==> src/rtl/seq_mult_ctrl.sv <==
// Shift-and-add multiplier: one W-bit ripple add and one right shift per clock, START/BUSY/DONE handshake.
// Optional macro SEQ_MULT_EARLY_EXIT_EN finishes as soon as the remaining multiplier bits are all zero.
module seq_mult_ctrl #(
    parameter int unsigned W = 8
) (
    input  logic           CLK,
    input  logic           RST,
    input  logic           START,
    input  logic [W-1:0]   A,
    input  logic [W-1:0]   B,
    output logic           BUSY,
    output logic           DONE,
    output logic [2*W-1:0] P
);

    localparam int unsigned CW = $clog2(W);

    typedef enum logic [1:0] {
        StIdle,
        StCalc,
        StFin
    } state_e;

    state_e         state_q;
    logic [W-1:0]   m_q;
    logic [W-1:0]   q_q;
    // ACC[W] is always zero once the step's shift is applied, so only W bits are held.
    logic [W-1:0]   acc_q;
    logic [CW-1:0]  cnt_q;

    logic [W-1:0]   addend;
    logic [W-1:0]   sum;
    logic [W:0]     carry;
    logic [W:0]     add_w;
    logic [W-1:0]   acc_next;
    logic [W-1:0]   q_next;
    logic [2*W-1:0] prod_next;
    logic [2*W-1:0] prod_final;
    logic           early_exit;
    logic           last_step;

    assign addend   = q_q[0] ? m_q : '0;
    assign carry[0] = 1'b0;

    for (genvar i = 0; i < W; i++) begin : g_fa
        assign sum[i]     = acc_q[i] ^ addend[i] ^ carry[i];
        assign carry[i+1] = (acc_q[i] & addend[i]) | (carry[i] & (acc_q[i] ^ addend[i]));
    end

    // Carry-out is kept as ADD[W]; the shift moves it into the top of ACC.
    assign add_w     = {carry[W], sum};
    assign acc_next  = add_w[W:1];
    assign q_next    = {add_w[0], q_q[W-1:1]};
    assign prod_next = {acc_next, q_next};

`ifdef SEQ_MULT_EARLY_EXIT_EN
    logic [W-1:0] ones;
    logic [W-1:0] rem_mask;

    // Unconsumed multiplier bits sit below bit W-1-CNT after this step's shift.
    assign ones       = '1;
    assign rem_mask   = ones >> (32'(cnt_q) + 32'd1);
    assign early_exit = (q_next & rem_mask) == '0;
    assign prod_final = prod_next >> (32'(W - 1) - 32'(cnt_q));
`else
    assign early_exit = 1'b0;
    assign prod_final = prod_next;
`endif

    assign last_step = (cnt_q == CW'(W - 1)) || early_exit;

    always_ff @(posedge CLK or posedge RST) begin
        if (RST) begin
            state_q <= StIdle;
            m_q     <= '0;
            q_q     <= '0;
            acc_q   <= '0;
            cnt_q   <= '0;
            BUSY    <= 1'b0;
            DONE    <= 1'b0;
            P       <= '0;
        end else begin
            case (state_q)
                StIdle: begin
                    if (START) begin
                        m_q     <= A;
                        q_q     <= B;
                        acc_q   <= '0;
                        cnt_q   <= '0;
                        BUSY    <= 1'b1;
                        state_q <= StCalc;
                    end
                end
                StCalc: begin
                    acc_q <= acc_next;
                    q_q   <= q_next;
                    cnt_q <= cnt_q + CW'(1);
                    if (last_step) begin
                        P       <= prod_final;
                        BUSY    <= 1'b0;
                        DONE    <= 1'b1;
                        state_q <= StFin;
                    end
                end
                StFin: begin
                    DONE    <= 1'b0;
                    state_q <= StIdle;
                end
                default: begin
                    BUSY    <= 1'b0;
                    DONE    <= 1'b0;
                    state_q <= StIdle;
                end
            endcase
        end
    end

endmodule

==> config.mk <==
export PLATFORM = sky130hd
export DESIGN_NAME = seq_mult_ctrl
export DESIGN_NICKNAME = d
export VERILOG_FILES = /design/src/rtl/seq_mult_ctrl.sv
export SDC_FILE = /design/constraint.sdc
export NUM_CORES = 1
export LEC_CHECK = 0
export ABC_CLOCK_PERIOD_IN_PS = 2900
export CORE_ASPECT_RATIO = 0.7
export CORE_MARGIN = 2
export CORE_UTILIZATION = 30
export CTS_CLUSTER_DIAMETER = 30
export CTS_CLUSTER_SIZE = 12
export DETAILED_ROUTE_END_ITERATION = 12
export GPL_TIMING_DRIVEN = 0
export PLACE_DENSITY_LB_ADDON = 0.3
export SLEW_MARGIN = 10
export SYNTH_ARGS = -nofsm -noshare
export SYNTH_HDL_FRONTEND = slang
export SYNTH_SLANG_ARGS = --single-unit
==> constraint.sdc <==
create_clock -name CLK -period 2.9 [get_ports CLK]
set_input_delay 0.58 -clock CLK [delete_from_list [all_inputs] [get_ports CLK]]
set_output_delay 0.58 -clock CLK [all_outputs]
set_load 0.05 [all_outputs]
# Yosys cells after proc, flatten, opt, wreduce, memory -nomap -nowiden
# Index checks and enable logic that the tools add are counted.
# classes
n_addsub,1
n_eq_ne,5
muxes,15
n_bitwise,39
reduce_logical,8
# ops
cell,count
8-bit case mux with 2 select lines,2
8-bit 2-to-1 mux,3
1-bit AND,15
1-bit bitwise XOR,15
2-bit AND reduction,5
1-bit OR,7
3-bit case mux with 2 select lines,1
2-bit 2-to-1 mux,2
2-bit inequality test (second input constant),2
2-bit case mux with 2 select lines,1
3-bit by 1-bit adder with 3-bit output (second input constant),1
3-bit == test (second input constant),1
1-bit 2-to-1 mux,3
3-bit 2-to-1 mux,1
1-bit case mux with 3 select lines,1
3-bit AND reduction,1
2-bit by 1-bit == test with 1-bit output (second input constant),1
2-bit == test (second input constant),1
2-bit zero test,1
1-bit inverter,2
1-bit case mux with 2 select lines,1
2-bit nonzero test,1
# totals
reg_bits,47
wordCells,76

# Depth between registers and ports, before layout
# Gate-level depths: netlist of the first run.
# depth
word_depth,17
mapped_depth,14

# Worst setup path after synthesis of the first run
# No wires, ideal clock.
# synth_timing
kind,register to register
from,register q_q[0]
to,register P[14]
setup_ns,0.132
arrival_ns,3.077
t_required_ns,2.768
setup_slack_ns,-0.309
path_stages_with_launch,15
path_buffers,1
period_less_slack_ns,3.209
cell_sequence,dfrtp_1 -> clkbuf_1 -> and2_1 -> ha_1 -> fa_1 -> inv_1 -> fa_1 -> inv_1 -> fa_1 -> fa_1 -> inv_1 -> fa_1 -> fa_1 -> fa_1 -> o21ai_0
# synth_via
elab_chain_cells,15
word_cells_on_any_way,28
cone_classes,1 x mux; 27 x bitwise
# synth_rtl
element,line_no,text
"start, declared",26,logic [W-1:0] q_q;
"start signal, assigned",96,q_q <= q_next;
8-bit 2-to-1 mux *,42,assign addend = q_q[0] ? m_q : '0;
1-bit AND or 1-bit bitwise XOR (tied branches),47,assign carry[i+1] = (acc_q[i] & addend[i]) | (carry[i] & (acc_q[i] ^ addend[i]));
1-bit AND,47,
1-bit OR,47,
1-bit AND,47,
1-bit OR,47,
1-bit AND,47,
1-bit OR,47,
1-bit AND,47,
1-bit OR,47,
1-bit AND,47,
1-bit OR,47,
1-bit AND,47,
1-bit OR,47,
1-bit bitwise XOR *,46,assign sum[i] = acc_q[i] ^ addend[i] ^ carry[i];
"end signal, assigned",99,P <= prod_final;
"end, declared",13,output logic [2*W-1:0] P
# Every way passes the cells marked *; elsewhere a longest branch is shown, timed or not.
# A chain may end at the register's enable or synchronous reset.

# Worst setup path in the final report of the first run
# layout_timing
from,register q_q[0]
to,register acc_q[6]
# layout_via
elab_chain_cells,16
word_cells_on_any_way,29
cone_classes,2 x mux; 27 x bitwise
# layout_rtl
element,line_no,text
8-bit 2-to-1 mux *,42,
1-bit AND or 1-bit bitwise XOR (tied branches),47,
1-bit AND,47,
1-bit OR,47,
1-bit AND,47,
1-bit OR,47,
1-bit AND,47,
1-bit OR,47,
1-bit AND,47,
1-bit OR,47,
1-bit AND,47,
1-bit OR,47,
1-bit AND,47,
1-bit OR,47,
1-bit bitwise XOR *,46,
8-bit case mux with 2 select lines *,83,case (state_q)
"end signal, assigned",95,acc_q <= acc_next;
"end, declared",28,logic [W-1:0] acc_q;
# Marks and branches as above.

==> impl_metrics.py, run 1 <==
metrics = {
    "global_routing": {
        "grt_usage_pct": 12.14,
        "grt_antenna_before_repair": 0,
        "grt_pass1_wl_microns": 7307,
        "grt_overflow": 0,
        "grt_pass1_vias": 1452,
        "grt_max_degree": 38,
    },
    "timing": {
        "tightest_slew_ps": 555.8,
        "post-route-min-period_ps": 3169,
        "min_period_over_period_pct": 109.3,
        "finClkSkew_ps": 7.947,
        "setup_tns_ps": -970.5,
        "hold_viol": 0,
        "grt_setup_unrepaired": "true",
        "finalSetupViolations": 6,
        "fin_ws_ps": -268.6,
        "slew_violations": 0,
        "slew_headroom_pct": 62.87,
        "whs_ps": 498.4,
        "fmax_ghz": 0.3156,
    },
    "routing": {
        "drt-vias-per-instance": 4.444,
        "drc_errors": 0,
        "avgRoutedWirePerCell_microns": 14.41,
        "drt_first_pass_iters": 4,
        "wirelength_microns": 4509,
        "num_vias": 1391,
        "drtIter0Drc": 61,
        "ant_nets": 0,
    },
    "outcome": {
        "status": "finished, violations left",
        "violations": "negative setup slack",
    },
    "placed_design": {
        "place_area_sq_um": 2703,
        "gp_congestion": 0.7312,
        "dp_hpwl_microns": 3175,
        "place_inst": 302,
        "portBuffers": 36,
    },
    "setup_path": {
        "crit_type": "reg2reg",
        "setup.worst_path.start_class": "flop",
        "cp.required_ps": 3080,
        "cp-end-kind": "flop",
        "critPathArrivalTime_ps": 3350,
        "critical_path.max_fanout": 4,
    },
    "clock_tree": {
        "clk_pin_slew_ps": 90,
        "cts_tree": "yes",
        "clock-sinks": 47,
        "cts.path.max_buffers": 2,
        "cts_buffers": 5,
        "cts_max_level": 2,
        "root_buffer": "clkbuf_8",
        "clock_latency_ps": 300,
    },
    "synthesis": {
        "synthTopCellsByCount": "dfrtp_1 (47), mux2_4 (17), nand2_1 (14), nor2_1 (14), inv_1 (11)",
        "synthCells": 171,
        "synth_area_leader_cell": "dfrtp_1",
        "postSynthNetCount": 200,
        "synth-edff-count": 0,
        "ys_ff_latch": 47,
        "synth_area_leaders": "dfrtp_1 (54%), mux2_4 (12%), fa_1 (6.5%)",
        "synth_top_cell_area_share_pct": 54.34,
        "ys_warn_count": 0,
        "synth_area_per_cell_sq_um": 12.66,
        "ys_types": 28,
        "synth_most_common_cell": "dfrtp_1",
        "yosys_most_used_dff": "dfrtp_1",
        "synth_seq_area_share_pct": 54.34,
        "async_flop_share_pct": 100.0,
        "syn_area_sq_um": 2165,
    },
    "cells_and_area": {
        "fin_area_sq_um": 2821,
        "nFillCells": 673,
        "syn_to_final_growth_pct": 30.35,
        "ff_latch_area_sq_um": 1176,
        "fin_util_pct": 41.00,
        "num-nets-final": 247,
        "multiInputGateArea_sq_um": 922.1,
        "insertedDiodeCount": 0,
        "layout.cells.non_filler": 313,
        "drive_gt1_share_pct": 25.57,
    },
    "power": {
        "ir_drop_mv": 0.3769,
        "pwr-share-comb_pct": 54.5,
        "pwr-share-seq_pct": 33.6,
        "power.switching_mw": 1.479,
        "p_per_area_nw_per_um2": 1256,
        "p_sw_share_pct": 41.73,
        "p_leak_nw": 1.235,
        "power_frac_clock_pct": 11.9,
        "p_int_mw": 2.065,
    },
    "floorplan": {
        "core_area_sq_um": 6882,
        "dieArea_sq_um": 7922,
        "rows": 25,
        "die_w_microns": 105.5,
        "pin_count": 37,
        "die_h_microns": 75.07,
        "initial_core_util_pct": 31.45,
    },
    "hold_path": {
        "hp-class": "reg2reg",
    },
    "job": {
        "maxCapViolCount": 0,
    },
}
==> final timing paths <==
path | from | to | slack, ps | cells after the start
min in group asynchronous | RST | m_q[2] | 520 | 2
max in group asynchronous | RST | acc_q[6] | 1920 | 3
min reg2reg | P[12] | P[12] | 500 | 2
min | P[12] | P[12] | 500 | 2
max reg2reg | q_q[0] | acc_q[6] | -270 | 13
max | q_q[0] | acc_q[6] | -270 | 13
==> per-layer routing <==
metal,wire (microns),GRT usage [%]
met1,2366,16.70
met2,1950,19.28
met3,166,3.377
met4,26,3.070
met5,0,0
==> state kept, by name, indices dropped and copies added, names as in the netlist <==
| register | count |
|---|---|
| BUSY | 1 |
| state_q | 2 |
| cnt_q | 3 |
| P | 16 |
| q_q | 8 |
| acc_q | 8 |
| DONE | 1 |
| m_q | 8 |
==> critical path, stage by stage, from the launching register on <==
cell     delay [ps]
dfrtp_1         440
and2_4          180
ha_4            120
fa_2            180
inv_2            40
fa_2            320
inv_2            60
fa_2            190
fa_2            200
inv_2            40
fa_2            330
fa_2            350
fa_1            540
o22ai_1          80
==> cell families after synthesis <==
group,after synthesis,share of synthesized area [%]
compound gates,30,9.595
fa+ha+maj,10,8.208
simple gates,45,10.40
buf+inv,20,4.624
mux,19,12.83
flops,47,54.34
==> power by group through the flow <==
stage	clock network (mW)	logic (mW)	registers (mW)
3_5_place_dp	0	1.91	1.20
4_1_cts	0.438	1.94	1.19
6_report	0.421	1.93	1.19
3_3_place_gp	0	1.87	1.19
5_1_grt	0.465	2.09	1.23
2_1_floorplan	0	0.992	1.56
==> layout by cell type, fill, tap and decap left out, types with 2 or more instances in the layout <==
cell type        count
dfrtp_1             47
clkdlybuf4s50_1     36
mux2_4              17
nand2_1             14
nor2_1              14
inv_1                7
o21ai_0              6
buf_4                6
nor3_1               6
a211oi_1             6
fa_2                 6
clkbuf_8             6
a22o_1               4
o22ai_1              4
inv_2                4
and2_1               3
clkbuf_1             2
buf_6                2
nand2b_1             2
buf_2                2
nand3b_1             2
o221a_2              2
o21ai_1              2
a21oi_1              2
mux2_2               2
ha_1                 2
==> what timing repair did <==
| item | in CTS | in global routing |
|---|---|---|
| hold buffers | 0 | 0 |
| gates resized for setup | 1 | 1 |
| pin swaps | 3 | 4 |
| gates cloned | 0 | 0 |
| setup endpoints to repair | 6 | 7 |
| setup buffers | 2 | 2 |
==> cell type report <==
class	count	share of cell area, %
Tap cell	94	4.169
Clock buffer	6	2.927
Sequential cell	47	41.69
Buffer	8	1.951
Multi-Input combinational cell	104	32.68
Clock inverter	2	0.5765
Inverter	11	1.463
Timing Repair Buffer	41	14.55
==> stage by stage <==
step	worst slack (ps)	total power, mW
global route	-341.9	3.792
floorplan	-222.1	2.553
global placement	-345.6	3.054
finish	-268.6	3.544
detailed placement	-355.5	3.102
CTS	-328.1	3.572
Power figures use the tool's default switching activity.
==> run 2: changes to the inputs <==
- CORE_ASPECT_RATIO: 0.7 -> default
- CTS_CLUSTER_DIAMETER: 30 -> 120
- SKIP_CTS_REPAIR_TIMING: default -> 1
==> impl_metrics.py, run 2 (synthesis results as in run 1) <==
metrics = {
    "clock_tree": {
        "cts.path.max_buffers": 2,
        "clock_latency_ps": 300,
        "clock-sinks": 47,
        "cts_buffers": 5,
        "cts_tree": "yes",
        "cts_max_level": 2,
        "root_buffer": "clkbuf_8",
        "clk_pin_slew_ps": 90,
    },
    "placed_design": {
        "dp_hpwl_microns": 3021,
        "place_area_sq_um": 2705,
        "gp_congestion": 0.7737,
        "portBuffers": 36,
        "pre_cts_ws_ps": -350.9,
    },
    "cells_and_area": {
        "top_register": "P",
        "num-nets-final": 245,
        "final_cell_mix": "dfrtp_1 (47), clkdlybuf4s50_1 (36), mux2_4 (17), nand2_1 (14), nor2_1 (14)",
        "syn_to_final_growth_pct": 30.64,
        "insertedDiodeCount": 0,
        "largest_reg_flops": 16,
        "drive_gt1_share_pct": 25.00,
        "fin_util_pct": 40.94,
        "nFillCells": 685,
        "mostFrequentLayoutCell": "dfrtp_1",
        "fin_area_sq_um": 2828,
    },
    "floorplan": {
        "core_area_sq_um": 6907,
        "pin_count": 37,
        "die_w_microns": 88.94,
        "dieArea_sq_um": 7910,
        "initial_core_util_pct": 31.34,
        "rows": 30,
        "die_h_microns": 88.94,
    },
    "timing": {
        "post-route-min-period_ps": 3202,
        "hold_viol": 0,
        "tightest_slew_ps": 581.8,
        "grt_setup_unrepaired": "true",
        "finalSetupViolations": 6,
        "fin_ws_ps": -302.0,
        "setup_tns_ps": -1051,
        "slew_headroom_pct": 61.13,
        "finClkSkew_ps": 6.560,
        "slew_violations": 0,
        "min_period_over_period_pct": 110.4,
        "fmax_ghz": 0.3123,
    },
    "routing": {
        "drt-vias-per-instance": 4.452,
        "drt_first_pass_iters": 4,
        "avgRoutedWirePerCell_microns": 13.72,
        "num_vias": 1389,
        "drtIter0Drc": 51,
        "ant_nets": 0,
        "wirelength_microns": 4282,
        "drc_errors": 0,
    },
    "global_routing": {
        "grt_pass1_wl_microns": 7120,
        "grt_max_degree": 35,
        "grt_overflow": 0,
        "grt_antenna_before_repair": 0,
        "grt_usage_pct": 12.06,
        "grt_pass1_vias": 1425,
    },
    "setup_path": {
        "cp-end-kind": "flop",
        "r2r_slack_ps": -300,
        "critical_path.max_fanout": 8,
        "reg2reg_depth": 14,
        "reg2reg_to": "acc_q[6]",
        "crit_type": "reg2reg",
        "cp.required_ps": 3120,
        "critPathArrivalTime_ps": 3420,
        "regToRegStartpoint": "q_q[0]",
        "setup.worst_path.start_class": "flop",
    },
    "power": {
        "p_int_mw": 2.122,
        "power_frac_clock_pct": 13.1,
        "total_power_mw": 3.570,
        "p_leak_nw": 1.235,
        "pwr-share-comb_pct": 53.9,
        "pwr-share-seq_pct": 33.0,
        "ir_drop_mv": 0.5257,
        "p_sw_share_pct": 40.56,
        "power.switching_mw": 1.448,
        "p_per_area_nw_per_um2": 1262,
    },
    "outcome": {
        "status": "finished, violations left",
        "violations": "negative setup slack",
    },
    "hold_path": {
        "hp-start": "P[9]",
        "hp-class": "reg2reg",
        "hold_depth": 2,
        "holdPathEnd": "P[9]",
    },
    "job": {
        "maxCapViolCount": 0,
    },
}
## run 2: worst max-delay path by stage
stage            from  slack [ps]  cells after the start  endpoint
5_1_grt        q_q[0]        -450                     14  acc_q[6]
3_3_place_gp   q_q[0]        -340                     14  acc_q[6]
2_1_floorplan  q_q[0]        -220                     14  acc_q[6]
4_1_cts        q_q[0]        -360                     14     P[14]
3_5_place_dp   q_q[0]        -350                     14     P[14]
6_report       q_q[0]        -300                     14  acc_q[6]
## run 2: layout make-up
class	count	area, sq um	share of cell area, %
Multi-Input combinational cell	104	929.6	32.88
Clock inverter	1	30.03	1.062
Timing Repair Buffer	38	387.9	13.72
Tap cell	96	120.1	4.248
Inverter	11	41.29	1.460
Buffer	9	70.07	2.478
Clock buffer	6	72.57	2.566
Sequential cell	47	1176	41.59
## run 2: per-stage QoR
step	cells	hold slack, ps
global route	312	520.6
finish	312	489.1
global placement	303	476.1
floorplan	171	467.7
CTS	311	498.6
detailed placement	304	479.0
## run 2: power groups by stage
stage | Clock (mW) | Sequential, mW | Combinational, mW
after floorplan | 0 | 1.56 | 0.992
final | 0.467 | 1.18 | 1.93
after detailed placement | 0 | 1.19 | 1.90
after global placement | 0 | 1.19 | 1.87
after global routing | 0.508 | 1.22 | 2.11
after CTS | 0.478 | 1.18 | 1.91
## run 2: layer usage
metal	GRT usage, %	vias up	wire length (microns)
met5	0	-	0
met4	5.292	0	73
met3	2.493	7	188
met2	17.03	31	1933
met1	17.92	684	2086
li1	-	667	-
## run 2: worst max-delay path: stages (launching register included)
cell	delay, ps
dfrtp_1	390
buf_8	140
and2_4	140
ha_4	150
fa_2	330
inv_2	60
fa_2	180
inv_2	40
fa_2	330
fa_2	340
inv_2	60
fa_2	180
fa_2	190
fa_1	440
o22ai_1	170
